File: src/rtl/fifo_uart_pkg.sv
// -----------------------------------------------------------------------------
// fifo_uart_pkg
//   Shared definitions for the FIFO-fed UART transmitter:
//     - tx_state_t : transmitter state encoding
//     - LINE_IDLE / START_LEVEL / STOP_LEVEL : serial line levels
//   The PARITY encoding is always present; the transmitter only enters it when
//   built with UART_TX_PARITY_EN defined.
// -----------------------------------------------------------------------------
package fifo_uart_pkg;

  typedef enum logic [2:0] {
    IDLE   = 3'd0,
    FETCH  = 3'd1,
    LOAD   = 3'd2,
    START  = 3'd3,
    DATA   = 3'd4,
    PARITY = 3'd5,
    STOP   = 3'd6
  } tx_state_t;

  localparam logic LINE_IDLE   = 1'b1;
  localparam logic START_LEVEL = 1'b0;
  localparam logic STOP_LEVEL  = 1'b1;

endpackage

File: src/rtl/uart_baud_tick.sv
// -----------------------------------------------------------------------------
// uart_baud_tick
//   Bit-period counter for the UART transmitter. Counts 0..CLKS_PER_BIT-1 and
//   wraps by itself; bit_tick marks the last cycle of each bit period.
//
// Ports:
//   clock    in  : system clock, rising edge
//   reset_n  in  : asynchronous active-low reset
//   clear    in  : forces the count back to 0 on the next edge
//   bit_tick out : high while the count sits at its terminal value
// -----------------------------------------------------------------------------
module uart_baud_tick #(
  parameter int CLKS_PER_BIT = 16
) (
  input  logic clock,
  input  logic reset_n,
  input  logic clear,
  output logic bit_tick
);

  localparam int CNT_W = (CLKS_PER_BIT > 1) ? $clog2(CLKS_PER_BIT) : 1;
  localparam logic [CNT_W-1:0] TERM = CNT_W'(CLKS_PER_BIT - 1);

  logic [CNT_W-1:0] count;

  assign bit_tick = (count == TERM);

  always_ff @(posedge clock or negedge reset_n) begin
    if (!reset_n) begin
      count <= '0;
    end else if (clear || bit_tick) begin
      count <= '0;
    end else begin
      count <= count + CNT_W'(1);
    end
  end

endmodule

File: src/rtl/fifo_uart_tx.sv
// -----------------------------------------------------------------------------
// fifo_uart_tx
//   Drains a byte FIFO and serializes each word onto a UART line:
//   start bit, DATA_SIZE data bits LSB first, optional even parity, and
//   STOP_BITS stop bits. Frames run back-to-back while the FIFO holds data and
//   tx_enable is high.
//
//   Build option: define UART_TX_PARITY_EN to add one even-parity bit after
//   the data MSB. Without it DATA goes straight to STOP.
//
// Ports:
//   clock       in  : system clock, rising edge
//   reset_n     in  : asynchronous active-low reset
//   fifo_empty  in  : FIFO empty flag
//   fifo_rdata  in  : FIFO data_out, valid the cycle after fifo_rden
//   fifo_rden   out : one-cycle read strobe (FETCH state only)
//   tx_enable   in  : permits new frames to start
//   tx_serial   out : registered UART line, idles high
//   tx_busy     out : high in every state except IDLE
//   tx_done     out : pulse on the last cycle of the stop period
// -----------------------------------------------------------------------------
module fifo_uart_tx
  import fifo_uart_pkg::*;
#(
  parameter int DATA_SIZE    = 8,
  parameter int CLKS_PER_BIT = 16,
  parameter int STOP_BITS    = 1
) (
  input  logic                 clock,
  input  logic                 reset_n,
  input  logic                 fifo_empty,
  input  logic [DATA_SIZE-1:0] fifo_rdata,
  output logic                 fifo_rden,
  input  logic                 tx_enable,
  output logic                 tx_serial,
  output logic                 tx_busy,
  output logic                 tx_done
);

  // The bit index doubles as the stop-bit counter, so it must hold both ranges.
  localparam int IDX_MAX = (DATA_SIZE > STOP_BITS) ? DATA_SIZE : STOP_BITS;
  localparam int IDX_W   = (IDX_MAX > 1) ? $clog2(IDX_MAX) : 1;
  localparam logic [IDX_W-1:0] LAST_DATA = IDX_W'(DATA_SIZE - 1);
  localparam logic [IDX_W-1:0] LAST_STOP = IDX_W'(STOP_BITS - 1);

  tx_state_t            state;
  tx_state_t            state_n;
  logic [IDX_W-1:0]     bit_idx;
  logic [IDX_W-1:0]     bit_idx_n;
  logic [DATA_SIZE-1:0] shreg;
  logic                 load;
  logic                 line_n;
  logic                 bit_tick;
  logic                 baud_clear;
`ifdef UART_TX_PARITY_EN
  logic                 parity_bit;
`endif

  uart_baud_tick #(
    .CLKS_PER_BIT(CLKS_PER_BIT)
  ) u_baud (
    .clock   (clock),
    .reset_n (reset_n),
    .clear   (baud_clear),
    .bit_tick(bit_tick)
  );

  // The counter only runs in the timed states and restarts on every state
  // change, so each state begins with a full bit period.
  assign baud_clear = (state_n != state) ||
                      (state == IDLE) || (state == FETCH) || (state == LOAD);

  assign fifo_rden = (state == FETCH);
  assign tx_busy   = (state != IDLE);

  // Next-state and strobes
  always_comb begin
    state_n   = state;
    bit_idx_n = bit_idx;
    load      = 1'b0;
    tx_done   = 1'b0;
    case (state)
      IDLE: begin
        if (tx_enable && !fifo_empty) begin
          state_n = FETCH;
        end
      end
      FETCH: begin
        state_n = LOAD;
      end
      LOAD: begin
        load      = 1'b1;
        bit_idx_n = '0;
        state_n   = START;
      end
      START: begin
        if (bit_tick) begin
          bit_idx_n = '0;
          state_n   = DATA;
        end
      end
      DATA: begin
        if (bit_tick) begin
          if (bit_idx == LAST_DATA) begin
            bit_idx_n = '0;
`ifdef UART_TX_PARITY_EN
            state_n   = PARITY;
`else
            state_n   = STOP;
`endif
          end else begin
            bit_idx_n = bit_idx + IDX_W'(1);
          end
        end
      end
`ifdef UART_TX_PARITY_EN
      PARITY: begin
        if (bit_tick) begin
          bit_idx_n = '0;
          state_n   = STOP;
        end
      end
`endif
      STOP: begin
        if (bit_tick) begin
          if (bit_idx == LAST_STOP) begin
            tx_done   = 1'b1;
            bit_idx_n = '0;
            state_n   = (tx_enable && !fifo_empty) ? FETCH : IDLE;
          end else begin
            bit_idx_n = bit_idx + IDX_W'(1);
          end
        end
      end
      default: begin
        state_n = IDLE;
      end
    endcase
  end

  // Line level for the upcoming cycle. Registering it against state_n keeps
  // tx_serial aligned with the state it belongs to while staying glitch-free.
  always_comb begin
    line_n = LINE_IDLE;
    case (state_n)
      START:   line_n = START_LEVEL;
      DATA:    line_n = shreg[bit_idx_n];
`ifdef UART_TX_PARITY_EN
      PARITY:  line_n = parity_bit;
`endif
      STOP:    line_n = STOP_LEVEL;
      default: line_n = LINE_IDLE;
    endcase
  end

  // Control registers
  always_ff @(posedge clock or negedge reset_n) begin
    if (!reset_n) begin
      state     <= IDLE;
      bit_idx   <= '0;
      tx_serial <= LINE_IDLE;
    end else begin
      state     <= state_n;
      bit_idx   <= bit_idx_n;
      tx_serial <= line_n;
    end
  end

  // Data capture: fifo_rdata is valid during LOAD, one cycle after the strobe
  always_ff @(posedge clock) begin
    if (load) begin
      shreg <= fifo_rdata;
    end
  end

`ifdef UART_TX_PARITY_EN
  always_ff @(posedge clock) begin
    if (load) begin
      parity_bit <= ^fifo_rdata;
    end
  end
`endif

endmodule

File: config.mk
export PLATFORM = sky130hd
export DESIGN_NAME = fifo_uart_tx
export DESIGN_NICKNAME = d
export VERILOG_FILES = /design/src/rtl/fifo_uart_pkg.sv /design/src/rtl/uart_baud_tick.sv /design/src/rtl/fifo_uart_tx.sv
export SDC_FILE = /design/constraint.sdc
export NUM_CORES = 1
export LEC_CHECK = 0
export ABC_AREA = 1
export BUFFER_PORTS_ARGS = -buffer_cell sky130_fd_sc_hd__buf_2
export CELL_PAD_IN_SITES_DETAIL_PLACEMENT = 0
export CELL_PAD_IN_SITES_GLOBAL_PLACEMENT = 2
export CORE_MARGIN = 2
export CORE_UTILIZATION = 34
export CTS_CLUSTER_DIAMETER = 150
export CTS_CLUSTER_SIZE = 28
export DETAILED_ROUTE_END_ITERATION = 7
export GPL_TIMING_DRIVEN = 0
export PLACE_DENSITY = 0.75
export SLEW_MARGIN = 20
export SYNTH_ARGS = -nofsm -noshare
export SYNTH_HDL_FRONTEND = slang
export SYNTH_HIERARCHICAL = 1
export SYNTH_SLANG_ARGS = --single-unit
File: constraint.sdc
create_clock -name clock -period 2.31 [get_ports clock]
set_input_delay 0.1155 -clock clock [delete_from_list [all_inputs] [get_ports clock]]
set_output_delay 0.1155 -clock clock [all_outputs]
set_load 0.05 [all_outputs]
[Word-level counts from Yosys, hierarchy flattened]
Cells that the tools add are included.
Storage, ports and cells
  register bits: 19
  input port bits: 12
Operators by class
  add/subtract/negate cells: 2
  $lt $le $gt $ge: 1
  equality and inequality tests: 10
  multiplexer cells: 22
  reduce and logical (&&, ||, !) cells: 9
Operator list (number)
  $mux W3: 11
  $pmux W3 S6: 1
  $eq A3 B3 Y1 const B: 4
  $pmux W3 S4: 1
  $eq A3 B2 Y1 const B: 3
  $logic_not A3 Y1: 2
  $mux W1: 6
  $add A4 B1 Y4 const B: 1
  $eq A4 B4 Y1 const B: 1
  $logic_or A1 B1 Y1: 4
  $lt A3 B4 Y1 const B: 1
  $mux W4: 1
  $add A3 B1 Y3 const B: 1
  $bmux W1 S3: 1
  $eq A3 B1 Y1 const B: 1
  $ne A3 B3 Y1: 1
  $reduce_bool A3 Y1: 1
  $pmux W1 S2: 1
  $logic_and A1 B1 Y1: 1
  $logic_not A1 Y1: 1

[Depth between registers and ports, before layout]
  word-level depth: 12
  depth in mapped cells: 15
  depth with buffers taken out: 14

[Modules after synthesis]
The synthesis kept the hierarchy.
By module, submodules not included
  fifo_uart_tx: times used 1, cells each 105, area an instance 917.1 um2, seq. area each 416.6 um2
  uart_baud_tick: times used 1, cells each 19, area an instance 192.7 um2, seq. area each 100.1 um2

[Worst setup path after synthesis]
Ideal clock, no wire load.
  path type: register -> output
  start: register u_baud.count[0]
  end: output port tx_done
  arrival time: 1656 ps
  required time: 2194 ps
  slack: 538 ps
  cell stages (with the launch flop): 7
  buffers on the path: 1
  cells stage by stage: dfrtp_1 ha_1 nand2_2 nor2_1 buf_4 nand3_2 nor2_1
Between the ends
  longest elaborated chain between the ends: 3
Ends and longest elaborated chain
  start, declared: line uart_baud_tick.sv:24  | logic [CNT_W-1:0] count;
  start signal, assigned: line uart_baud_tick.sv:34  | count <= count + CNT_W'(1);
  $eq A4 B4 Y1: line uart_baud_tick.sv:26  | assign bit_tick = (count == TERM);
  via bit_tick: line fifo_uart_tx.sv:53  | logic bit_tick;
  $mux W1: line fifo_uart_tx.sv:125  | if (bit_tick) begin
  $mux W1: line fifo_uart_tx.sv:82  | case (state)
  end, declared: line fifo_uart_tx.sv:37  | output logic tx_done
The timed path passes the listed nets, and every way through them passes these cells.

[Final worst setup path]
  start: register u_baud.count[0]
  end: register tx_serial
Between the ends
  longest elaborated chain between the ends: 6
  elaborated cells on any way between the ends: 14
  classes of those cells: eq/ne (3); mux (11)
Ends and longest elaborated chain
  $eq A4 B4 Y1 (*): line uart_baud_tick.sv:26
  via bit_tick: line fifo_uart_tx.sv:53
  $mux W3, on equally long branches: line fifo_uart_tx.sv:125, fifo_uart_tx.sv:97, fifo_uart_tx.sv:103
  $pmux W3 S4 (*): line fifo_uart_tx.sv:82
  via bit_idx_n[2]: line fifo_uart_tx.sv:49  | logic [IDX_W-1:0] bit_idx_n;
  $bmux W1 S3 (*): line fifo_uart_tx.sv:147  | DATA: line_n = shreg[bit_idx_n];
  $mux W1 (implied by the code) (*): line fifo_uart_tx.sv:147
  $pmux W1 S2 (*): line fifo_uart_tx.sv:145  | case (state_n)
  via line_n: line fifo_uart_tx.sv:52  | logic line_n;
  end signal, assigned: line fifo_uart_tx.sv:165  | tx_serial <= line_n;
  end, declared: line fifo_uart_tx.sv:35  | output logic tx_serial,
Mark *: on every way through the listed nets, which the timed path passes. The rest lies on a longest branch. The select of a mux whose other input is x is not followed.
A chain may end at the register's enable or synchronous reset.

==> qor.txt <==
Buf/Inv on CP -> 1
Final ANT Viol Nets -> 0
grt ovf -> 0
Setup Viol. Count Final -> 0
Total GRT Usage -> 13.2%
Min Clock Period, post-route -> 1.99 ns
most frequent CP cell -> nand2_1
cell taking the most area after synthesis -> dfrtp_1
CP arrival -> 2.23 ns
Highest Signal Layer -> met3
Synth Register Bits -> 19
endpoints failing hold -> 0
WS Path Type -> flop to flop
setup TNS -> 0 ns
hold path cells -> 3
Total Routed Length -> 2190 microns
Layout Utilization -> 44.2%
antenna fix cells -> 0
Crit path largest cell delay -> 0.40 ns
critical-path cell list -> ha_1, nand2_2, nor2_1, buf_4, nand3_2, nand2_4, nand2_1, nand2_1, nand2_1, nand2_1, nand2_2, nand3b_1, nand2_1, nand2_1, nand2_1
Worst setup EP type -> flop
max_cap viols -> 0
Synth area leaders -> dfrtp_1, edfxtp_1, nand2_1, nand3_1, ha_1
metal1 wirelength -> 1070 microns
share of cells above drive strength 1 -> 28.9%
ys flop type -> dfrtp_1
WL per Instance -> 11.2 microns
Min-Delay Path Class -> input port to flop
clock skew -> 0.00505 ns
post-synthesis sequential area ratio -> 46.6%
IO Count -> 16
Clock Power Share -> 31.0%
fillers -> 307
Max Slew Vio Count -> 0
P_int -> 0.434 mW
Yosys Warn Count -> 6
clock slew at reported path FFs -> 0.11 ns
H-tree depth -> 1
largest net degree at the start of global routing -> 13
share of the synthesized area in the top cell type -> 22.5%
worst r2r path cells -> 15
status -> complete, no violations
Reg power frac -> 64.6%
P&R area growth vs syn -> 22.5%
syn nets -> 140
Rel. slew slack -> 50.1%
die area -> 0.00374 sq mm
Starting Density -> 36.1%
Die H -> 61.1 microns
DRC viols -> 0
RSZ-0062 raised after global routing -> no
Met3 Wirelength -> 66 microns
initial antenna violation count -> 0
clock tree sinks -> 19
DRT iter0 DRCs -> 16
hpwl dp -> 1690 microns
Post-Synthesis Cells -> 124
Slew @ Worst Pin -> 0.745 ns
DRT Pass-1 Iters -> 3
first-pass GRT wire length -> 3620 microns
met2 WL post-DR -> 1050 microns
Port Buffers -> 15
number of flops mapped to enable cells by yosys -> 8
Core ar. -> 0.00308 sq mm
fin crit share -> 85.9%
VDD IR-drop max -> 360 uV
Post-synth ARST share -> 57.9%
sw frac -> 20.3%
via count -> 869
Worst-Skew Late Latency -> 0.30 ns
Pleak -> 0.622 nW
vias in the first global route -> 822
clock root buffer -> clkbuf_4
Max Freq -> 0.504 GHz
Crit-path slowest cell -> dfrtp_1
CP Depth -> 15
CTS tree -> yes
power share of the combinational group -> 4.5%
Setup Fix Bufs, Post-CTS -> 0
Via density -> 4.43
clk buf depth -> 2
syn_area_per_cell -> 8.95 sq um
switching power -> 0.111 mW
Nets -> 169
GP Congestion -> 0.776
synthesized area -> 0.00111 sq mm
pwr dens -> 401 mW/mm^2
row count -> 20
cts repair resizes -> 0
CTS Buf Count -> 3
CP top delay family -> simple AND/OR/NAND/NOR gates
Yosys cell types -> 28
WP data required -> 2.56 ns
Die X -> 61.1 microns
startpoint types -> flop
crit path max fanout -> 10
## metrics by stage
| stage | total power, mW | hold WS [ns] | instance area, sq um | worst slack (ns) | std cells |
|---|---|---|---|---|---|
| floorplan | 0.359 | -0.180 | 1110 | 0.538 | 124 |
| global placement | 0.371 | 0.00328 | 1240 | 0.361 | 183 |
| detailed placement | 0.372 | 0.00406 | 1240 | 0.355 | 183 |
| CTS | 0.554 | 0.0334 | 1360 | 0.326 | 196 |
| global route | 0.570 | 0.0375 | 1360 | 0.124 | 196 |
| finish | 0.545 | 0.0406 | 1360 | 0.325 | 196 |
## synth_stat cells (2+ instances only)
| cell | count |
|---|---|
| nand2_1 | 25 |
| nand3_1 | 13 |
| inv_1 | 12 |
| nor2_1 | 11 |
| dfrtp_1 | 10 |
| edfxtp_1 | 8 |
| nand2_2 | 7 |
| inv_2 | 5 |
| nand4_1 | 5 |
| ha_1 | 4 |
| o21ai_0 | 3 |
| nand2_4 | 2 |
| nand3b_1 | 2 |
| nor2_2 | 2 |
| nor2_4 | 2 |
## cells in the final DEF (no fill, tap or decap), types with 4 or more instances in the layout
| cell type | synthesis | routed |
|---|---|---|
| buf_2 | 0 | 15 |
| dfrtp_1 | 10 | 10 |
| dlygate4sd3_1 | 0 | 9 |
| edfxtp_1 | 8 | 8 |
| ha_1 | 4 | 4 |
| inv_1 | 12 | 12 |
| inv_2 | 5 | 5 |
| nand2_1 | 25 | 25 |
| nand2_2 | 7 | 7 |
| nand3_1 | 13 | 13 |
| nand4_1 | 5 | 5 |
| nor2_1 | 11 | 11 |
## power groups by stage
stage | registers (mW) | logic (mW) | clock network, mW
global placement | 0.359 | 0.0124 | 0
global route | 0.352 | 0.0270 | 0.191
detailed placement | 0.359 | 0.0126 | 0
CTS | 0.352 | 0.0241 | 0.178
floorplan | 0.359 | 0.000253 | 0
finish | 0.352 | 0.0243 | 0.169
## layer usage
layer,track usage (%),vias up
met5,0,-
met4,1.86,0
met3,3.78,0
met2,21.9,14
met1,17.7,396
li1,-,459
## area by class of cell
| class | instances | area, sq um | share of cell area, % |
|---|---|---|---|
| Sequential cell | 19 | 517 | 38.0 |
| Multi-Input combinational cell | 86 | 510 | 37.5 |
| Timing Repair Buffer | 24 | 165 | 12.1 |
| Inverter | 17 | 63.8 | 4.69 |
| Tap cell | 44 | 55.1 | 4.05 |
| Clock buffer | 3 | 22.5 | 1.66 |
| Buffer | 2 | 18.8 | 1.38 |
| Clock inverter | 1 | 7.51 | 0.552 |
## registers in the layout (all words and copies together) (netlist names)
signal        flops
tx_serial         1
bit_idx           3
u_baud/count      4
shreg             8
state             3
## worst reg2reg max path: cells and delay by family (launching register included)
| kind | cells | cell delay, ns |
|---|---|---|
| fa+ha+maj | 1 | 0.21 |
| simple gates | 13 | 1.14 |
| buf+inv | 1 | 0.18 |
| flops | 1 | 0.40 |
## logic make-up after synthesis
family	count (synthesis)	synth area share, %
buffers and inverters	19	7.44
adders and majority gates	4	4.51
DFF	19	46.6
AOI/OAI and AO/OA	7	5.41
and+or+nand+nor	75	36.1
## timing repair
action                                  CTS  global route
hold buffers                              9             0
hold endpoints to repair                 19             0
endpoints found under the setup margin    0             0
## worst paths after layout
path / start / to / slack (ns)
min reg2reg: u_baud/count[0] / u_baud/count[0] / 0.48
max reg2reg: u_baud/count[0] / tx_serial / 0.32
max in group asynchronous: reset_n / tx_serial / 1.83
min in group asynchronous: reset_n / state[0] / 0.21
max: u_baud/count[0] / tx_serial / 0.32
min: tx_enable / state[0] / 0.04
Power figures use the tool's default switching activity.
